===== src/rtl/pc_if.sv =====
// pc_if: control/status bundle between the fetch-stage controller and pc_unit.
//   master : drives Halt, Branch, Zero, Jump, JumpReg, Call, Return, AddressJump;
//            observes pc_out, halted, ras_count, ras_error.
//   slave  : the program counter (pc_unit) side of the same signals.
interface pc_if #(
  parameter int unsigned WIDTH     = 32,
  parameter int unsigned RAS_DEPTH = 4
);
  localparam int unsigned CW = $clog2(RAS_DEPTH) + 1;

  logic             Halt;
  logic             Branch;
  logic             Zero;
  logic             Jump;
  logic             JumpReg;
  logic             Call;
  logic             Return;
  logic [WIDTH-1:0] AddressJump;
  logic [WIDTH-1:0] pc_out;
  logic             halted;
  logic [CW-1:0]    ras_count;
  logic             ras_error;

  modport master (
    output Halt, Branch, Zero, Jump, JumpReg, Call, Return, AddressJump,
    input  pc_out, halted, ras_count, ras_error
  );

  modport slave (
    input  Halt, Branch, Zero, Jump, JumpReg, Call, Return, AddressJump,
    output pc_out, halted, ras_count, ras_error
  );
endinterface


===== src/rtl/pc_unit.sv =====
// pc_unit: fetch-stage program counter with step / branch / jump / register jump /
// call / return selection, registered halt acknowledge and optional return-address
// stack (RAS), enabled by defining the macro PC_RAS_EN.
// Ports:
//   Clock   : rising-edge clock
//   Reset   : asynchronous active-high reset
//   bus     : pc_if.slave -- control inputs (Halt, Branch, Zero, Jump, JumpReg,
//             Call, Return, AddressJump) and status outputs (pc_out, halted,
//             ras_count, ras_error); all outputs come straight from registers.
module pc_unit #(
  parameter int unsigned      WIDTH        = 32,
  parameter int unsigned      STEP         = 1,
  parameter logic [WIDTH-1:0] RESET_VECTOR = '0,
  parameter int unsigned      RAS_DEPTH    = 4
) (
  input  logic Clock,
  input  logic Reset,
  pc_if.slave  bus
);

  localparam int unsigned CW = $clog2(RAS_DEPTH) + 1;

  typedef enum logic {
    S_RUN    = 1'b0,
    S_HALTED = 1'b1
  } state_t;

  state_t           r_state;
  state_t           w_state_next;
  logic [WIDTH-1:0] r_pc;
  logic [WIDTH-1:0] w_pc_next;
  logic [WIDTH-1:0] w_pc_step;

  // Sequential address wraps modulo 2^WIDTH by construction.
  assign w_pc_step = r_pc + WIDTH'(STEP);

`ifdef PC_RAS_EN
  localparam int unsigned PW = $clog2(RAS_DEPTH);

  logic [WIDTH-1:0] r_ras [RAS_DEPTH];
  logic [PW-1:0]    r_wp;
  logic [CW-1:0]    r_count;
  logic             r_err;
  logic             w_push;
  logic             w_pop;
  logic             w_err_set;
  logic             w_ras_full;
  logic [WIDTH-1:0] w_ras_top;

  assign w_ras_full = (r_count == CW'(RAS_DEPTH));
  // r_wp points at the next free slot; the newest entry sits just below it.
  assign w_ras_top  = r_ras[r_wp - PW'(1)];
`endif

  // Halt state and PC register.
  always_ff @(posedge Clock or posedge Reset) begin
    if (Reset) begin
      r_state <= S_RUN;
      r_pc    <= RESET_VECTOR;
    end else begin
      r_state <= w_state_next;
      r_pc    <= w_pc_next;
    end
  end

  // Next-state and next-PC selection in priority order.
  always_comb begin
    w_state_next = r_state;
    w_pc_next    = r_pc;
`ifdef PC_RAS_EN
    w_push       = 1'b0;
    w_pop        = 1'b0;
    w_err_set    = 1'b0;
`endif
    if (bus.Halt) begin
      w_state_next = S_HALTED;
    end else begin
      w_state_next = S_RUN;
`ifdef PC_RAS_EN
      if (bus.Return && (r_count != '0)) begin
        w_pc_next = w_ras_top;
        w_pop     = 1'b1;
      end else
`endif
      if (bus.Branch && bus.Zero) begin
        w_pc_next = bus.AddressJump;
      end else if (bus.Jump) begin
        w_pc_next = bus.AddressJump;
      end else if (bus.JumpReg) begin
        w_pc_next = bus.AddressJump;
      end else if (bus.Call) begin
        w_pc_next = bus.AddressJump;
`ifdef PC_RAS_EN
        w_push    = 1'b1;
        w_err_set = w_ras_full;
`endif
      end else begin
        w_pc_next = w_pc_step;
`ifdef PC_RAS_EN
        // Reaching here with Return set means the stack was empty.
        w_err_set = bus.Return;
`endif
      end
    end
  end

`ifdef PC_RAS_EN
  // Stack pointer, occupancy and sticky error. A push into a full stack
  // overwrites the oldest entry because r_wp wraps onto it.
  always_ff @(posedge Clock or posedge Reset) begin
    if (Reset) begin
      r_wp    <= '0;
      r_count <= '0;
      r_err   <= 1'b0;
    end else begin
      if (w_push) begin
        r_wp <= r_wp + PW'(1);
        if (!w_ras_full) begin
          r_count <= r_count + CW'(1);
        end
      end else if (w_pop) begin
        r_wp    <= r_wp - PW'(1);
        r_count <= r_count - CW'(1);
      end
      if (w_err_set) begin
        r_err <= 1'b1;
      end
    end
  end

  // Entry storage carries no reset; contents are meaningless while empty.
  always_ff @(posedge Clock) begin
    if (w_push && !Reset) begin
      r_ras[r_wp] <= w_pc_step;
    end
  end

  assign bus.ras_count = r_count;
  assign bus.ras_error = r_err;
`else
  assign bus.ras_count = CW'(0);
  assign bus.ras_error = 1'b0;
`endif

  assign bus.pc_out = r_pc;
  assign bus.halted = (r_state == S_HALTED);

endmodule


===== src/flat_wrapper.sv =====
// flat-port wrapper written by rule: the top's interface ports become plain ports
module pc_unit_flat 
#(
  parameter int unsigned      WIDTH        = 32,
  parameter int unsigned      STEP         = 1,
  parameter logic [WIDTH-1:0] RESET_VECTOR = '0,
  parameter int unsigned      RAS_DEPTH    = 4
)
  (Clock, Reset, bus_Halt, bus_Branch, bus_Zero, bus_Jump, bus_JumpReg, bus_Call, bus_Return, bus_AddressJump, bus_pc_out, bus_halted, bus_ras_count, bus_ras_error);
  pc_if #(.WIDTH(WIDTH), .RAS_DEPTH(RAS_DEPTH)) bus_i ();
  input  logic Clock;
  input  logic Reset;
  input wire logic [$bits(bus_i.Halt)-1:0] bus_Halt;
  input wire logic [$bits(bus_i.Branch)-1:0] bus_Branch;
  input wire logic [$bits(bus_i.Zero)-1:0] bus_Zero;
  input wire logic [$bits(bus_i.Jump)-1:0] bus_Jump;
  input wire logic [$bits(bus_i.JumpReg)-1:0] bus_JumpReg;
  input wire logic [$bits(bus_i.Call)-1:0] bus_Call;
  input wire logic [$bits(bus_i.Return)-1:0] bus_Return;
  input wire logic [$bits(bus_i.AddressJump)-1:0] bus_AddressJump;
  output wire logic [$bits(bus_i.pc_out)-1:0] bus_pc_out;
  output wire logic [$bits(bus_i.halted)-1:0] bus_halted;
  output wire logic [$bits(bus_i.ras_count)-1:0] bus_ras_count;
  output wire logic [$bits(bus_i.ras_error)-1:0] bus_ras_error;
  assign bus_i.Halt = bus_Halt;
  assign bus_i.Branch = bus_Branch;
  assign bus_i.Zero = bus_Zero;
  assign bus_i.Jump = bus_Jump;
  assign bus_i.JumpReg = bus_JumpReg;
  assign bus_i.Call = bus_Call;
  assign bus_i.Return = bus_Return;
  assign bus_i.AddressJump = bus_AddressJump;
  assign bus_pc_out = bus_i.pc_out;
  assign bus_halted = bus_i.halted;
  assign bus_ras_count = bus_i.ras_count;
  assign bus_ras_error = bus_i.ras_error;
  pc_unit #(.WIDTH(WIDTH), .STEP(STEP), .RESET_VECTOR(RESET_VECTOR), .RAS_DEPTH(RAS_DEPTH)) u_core (.Clock(Clock), .Reset(Reset), .bus(bus_i));
endmodule

===== config.mk =====
export PLATFORM = sky130hd
export DESIGN_NAME = pc_unit_flat
export DESIGN_NICKNAME = d
export VERILOG_FILES = /design/src/rtl/pc_if.sv /design/src/rtl/pc_unit.sv /design/src/flat_wrapper.sv
export SDC_FILE = /design/constraint.sdc
export NUM_CORES = 1
export LEC_CHECK = 0
export ABC_AREA = 1
export BUFFER_PORTS_ARGS = -buffer_cell sky130_fd_sc_hd__buf_2
export CAP_MARGIN = 10
export CORE_MARGIN = 2
export CORE_UTILIZATION = 45
export DETAILED_ROUTE_END_ITERATION = 10
export GPL_ROUTABILITY_DRIVEN = 0
export GPL_TIMING_DRIVEN = 0
export PLACE_DENSITY = 0.71
export SLEW_MARGIN = 25
export SYNTH_ARGS = -nofsm -noshare
export SYNTH_HDL_FRONTEND = slang
export SYNTH_SLANG_ARGS = --single-unit

===== constraint.sdc =====
create_clock -name Clock -period 2.45 [get_ports Clock]
set_clock_uncertainty 0.05 [all_clocks]
set_input_delay 0.245 -clock Clock [delete_from_list [all_inputs] [get_ports Clock]]
set_output_delay 0.245 -clock Clock [all_outputs]
set_load 0.01 [all_outputs]

# Yosys cells after proc, flatten, opt, wreduce, memory -nomap -nowiden

Cells that the tools add are included.

Register bits: 33
Latch bits: 0
Memory bits (writable): 0
Memory bits (read-only): 0
Output and inout bits: 37
Memories kept: 0

Add/sub/neg operators: 1
Multipliers: 0
Divide/modulo/power cells: 0
Order comparisons: 0
Eq/ne operators: 0
Shifts and indexed selects: 0
Muxes and demuxes: 5
Bitwise logic cells: 0
Reduce and logical (&&, ||, !) cells: 1

Operators with widths:

| operator                                      | number |
|---|---|
| 2-to-1 mux 32 bit                             | 4 |
| adder 32 x 1 -> 32 bit, second input constant | 1 |
| logical AND 1 bit                             | 1 |
| 2-to-1 mux 1 bit                              | 1 |

# Longest topological paths before layout

Word-level depth: 5
Mapped depth: 10
Mapped depth without buffers: 10

# Least setup slack after synthesis

Ideal clock, no wire load.

Kind: flip-flop to flip-flop
Start: register u_core.r_pc[1], in the netlist u_core.bus.pc_out[1]
End: register u_core.r_pc[30], in the netlist u_core.bus.pc_out[30]
Library setup time: 116 ps
Data arrival time: 1355 ps
Required time: 2284 ps
Setup slack: 929 ps
Stages on the path, launching flop included: 11
Buffers on the path: 0
Period minus slack after synthesis: 1521 ps
Path through: dfrtp_1 -> ha_1 -> nand2_2 -> nor2_4 -> nand2_4 -> nor2_2 -> nand2_1 -> nand2_1 -> nand3_1 -> nand2_1 -> nand2_1

Cells in the longest elaborated chain, start to end: 5

RTL lines:

| item                     | line          | source |
|---|---|---|
| start: declaration       | pc_unit.sv:30 | `logic [WIDTH-1:0] r_pc;` |
| start signal: assignment | pc_unit.sv:62 | `r_pc <= w_pc_next;` |
| adder 32 x 1 -> 32 bit   | pc_unit.sv:35 | `assign w_pc_step = r_pc + WIDTH'(STEP);` |
| 2-to-1 mux 32 bit        | pc_unit.sv:91 | `end else if (bus.Call) begin` |
| 2-to-1 mux 32 bit        | pc_unit.sv:89 | `end else if (bus.JumpReg) begin` |
| 2-to-1 mux 32 bit        | pc_unit.sv:87 | `end else if (bus.Jump) begin` |
| 2-to-1 mux 32 bit        | pc_unit.sv:85 | `if (bus.Branch && bus.Zero) begin` |

Every way passes these cells.
A chain may end at the register's enable or synchronous reset.

# Final worst setup path

Start: register u_core.r_pc[1], in the netlist u_core.bus.pc_out[1]
End: register u_core.r_pc[14], in the netlist u_core.bus.pc_out[14]

The elaborated chain is that of the path after synthesis.

==> flow_summary.yaml <==
status:
  outcome: "complete, but fails checks"
  violations: "DRC"
route:
  met1_length_um: 3610
  drtPass1Iterations: 8
  ant_nets: 0
  drt_iter0_drc: 234
  routed_wl_um: 7980
  wl_per_cell_um: 13.6
  top_layer_used: "met4"
  met2_length_um: 3730
  via_count: 3020
  drcViolationCount: 1
  wl_met3_um: 499
  via_per_inst: 5.14
floorplanning:
  fp.dieW_um: 81.7
  rows: 28
  coreArea_sq_um: 5890
  die_h_um: 81.7
  ios: 78
  start_util: 0.462
  die_area_sq_um: 6670
sta:
  setup_violations: 0
  finalCritPeriodShare: 0.668
  drv_slew: 0
  relSlewSlack: 0.510
  min_period_ns: 1.64
  holdWs_ns: 0.0203
  rsz0062_at_grt: "no"
  hold_viol: 0
  fmax_mhz: 611
  worstMarginPinSlew_ns: 0.734
  tns_ns: 0
yosys:
  synth_compound_area_frac: 0.130
  synth_seq_cells: 33
  synthAdderAreaFrac: 0.00461
  synth-simple-area-share: 0.456
  synthCells: 430
  yosysWarnings: 0
  seq_area_frac_synth: 0.304
  ys_types: 28
  yosys-mux-area-fraction: 0
  synth_top_family_by_area: "simple AND/OR/NAND/NOR gates"
  synth_area_sq_um: 2720
  synth_xor_area_frac: 0
  avgSynthCellArea_sq_um: 6.32
critical_path:
  worstPathRequired_ns: 2.59
  rr_startpoint: "u_core.bus.pc_out[1]$_DFFE_PP0N_"
  path_class: "reg -> reg"
  start_kind: "flip-flop"
  rrSetupSlack_ns: 0.81
  r2r_end: "u_core.bus.pc_out[14]$_DFFE_PP0N_"
  worstPathMaxFanout: 5
  cp.arrival_ns: 1.78
  reg2regPathDepth: 10
  cp-end-kind: "flip-flop"
global_routing:
  grt_first_pass_wirelength_um: 13300
  grt_overflow: 0
  grt_usage: 0.261
  antenna_found_initial: 0
  first_global_vias: 2869
  grt_start_max_net_pins: 34
clock_network:
  cts_resized: 0
  cts_setup_buffers: 0
  cts_tree: "built"
  numCtsBuffers: 5
  cts-hold-fix-buffers: 0
  cts_buffer_depth: 2
  htreeDepth: 2
  cts_sinks: 33
  clock_latency_ns: 0.29
  clockRootBuffer: "clkbuf_8"
  cts.clk_slew.worst_paths_ns: 0.07
layout:
  syn_to_final_growth_pct: 20.9
  fin_nets: 554
  n_fill_cell: 633
  drive_gt1_frac: 0.236
  layout_commonest_cell: "nand2_1"
  final_cell_mix: "160 x nand2_1, 77 x buf_2, 47 x nor2_1"
  insertedDiodeCount: 0
placement:
  hpwlAfterDp_um: 6020
  io_buffers: 72
power_and_ir_drop:
  vdd_drop_max_v: 0.000222
  total_power_mw: 1.60
  power.leakage_nw: 1.63
  p_per_area_nw_per_um2: 487
flow_run:
  maxCapViolCount: 0
min_path:
  hold_path_class: "in -> async"
## sequential cells by signal, summed over array words and instances, names as in the netlist
| name | flops |
|---|---|
| u_core.bus.halted | 1 |
| u_core.bus.pc_out | 32 |
## worst max path at each step
| stage | startpoint | end | slack, ns | depth (start not counted) |
|---|---|---|---|---|
| after CTS | u_core.bus.pc_out[1]$_DFFE_PP0N_ | u_core.bus.pc_out[18]$_DFFE_PP0N_ | 0.81 | 10 |
| after floorplan | u_core.bus.pc_out[1]$_DFFE_PP0N_ | u_core.bus.pc_out[30]$_DFFE_PP0N_ | 0.93 | 10 |
| final | u_core.bus.pc_out[1]$_DFFE_PP0N_ | u_core.bus.pc_out[14]$_DFFE_PP0N_ | 0.81 | 10 |
| after detailed placement | u_core.bus.pc_out[1]$_DFFE_PP0N_ | u_core.bus.pc_out[18]$_DFFE_PP0N_ | 0.83 | 10 |
| after global routing | u_core.bus.pc_out[1]$_DFFE_PP0N_ | u_core.bus.pc_out[18]$_DFFE_PP0N_ | 0.65 | 10 |
| after global placement | u_core.bus.pc_out[1]$_DFFE_PP0N_ | u_core.bus.pc_out[18]$_DFFE_PP0N_ | 0.86 | 10 |
## final cells by class
class,instances,area [sq um],share of cell area
timing repair buffer,72,360,0.110
tap,75,93.8,0.0286
clock buffer,7,96.3,0.0293
multi-input combinational,342,1620,0.493
sequential,33,826,0.252
inverter,41,154,0.0469
clock inverter,1,5.00,0.00152
buffer,17,129,0.0393
## synthesized netlist by cell type (all sizes together)
cell	n	area share
nand2	167	0.24
nor2	62	0.12
inv	40	0.055
dfrtp	33	0.30
nand3	31	0.057
o21ai	21	0.039
a21oi	20	0.037
o21a	16	0.044
buf	10	0.023
clkbuf	7	0.024
nand3b	5	0.014
or2	4	0.0092
nand4	3	0.0069
a31oi	2	0.0046
and2	2	0.0046
nor3	2	0.0037
a211oi	1	0.0028
clkinv	1	0.0014
conb	1	0.0014
ha	1	0.0046
o21bai	1	0.0028
## layer usage
layer,vias to the layer above,global-route usage
li1,1515,-
met1,1377,0.341
met2,117,0.433
met3,11,0.0462
met4,0,0.0950
met5,-,0
## per-stage QoR
| stage | cells | utilization | worst slack (ns) | cell area (sq um) |
|---|---|---|---|---|
| 5_1_grt | 588 | 0.558 | 0.655 | 3280 |
| 4_1_cts | 588 | 0.558 | 0.814 | 3280 |
| 6_report | 588 | 0.558 | 0.813 | 3280 |
| 3_5_place_dp | 580 | 0.541 | 0.834 | 3180 |
| 3_3_place_gp | 580 | 0.541 | 0.860 | 3180 |
| 2_1_floorplan | 433 | - | 0.929 | 2730 |
## worst max-delay path, stage by stage (launching register included)
cell and delay, ns:
dfrtp_1 0.42, ha_1 0.23, nand2_2 0.09, nor2_4 0.18, nand2_4 0.11, nor2_4 0.13
nand2_1 0.06, o21ai_1 0.07, nand2_1 0.07, nand2_1 0.09, inv_1 0.04
## power by group
| part | leakage [nW] | internal (mW) | switching (mW) | total [mW] |
|---|---|---|---|---|
| sequential | 0.386 | 0.602 | 0.0882 | 0.690 |
| clock | 0.0542 | 0.254 | 0.222 | 0.476 |
| combinational | 1.19 | 0.169 | 0.264 | 0.433 |
## cells by family (layout without fill, tap and decap cells)
kind of cell,count (synthesis),count (layout)
AOI/OAI and AO/OA,61,61
adders and majority gates,1,1
buffers and inverters,58,138
DFF,33,33
other,1,4
and+or+nand+nor,276,276
Note: power is estimated with default switching activity, not from simulation.
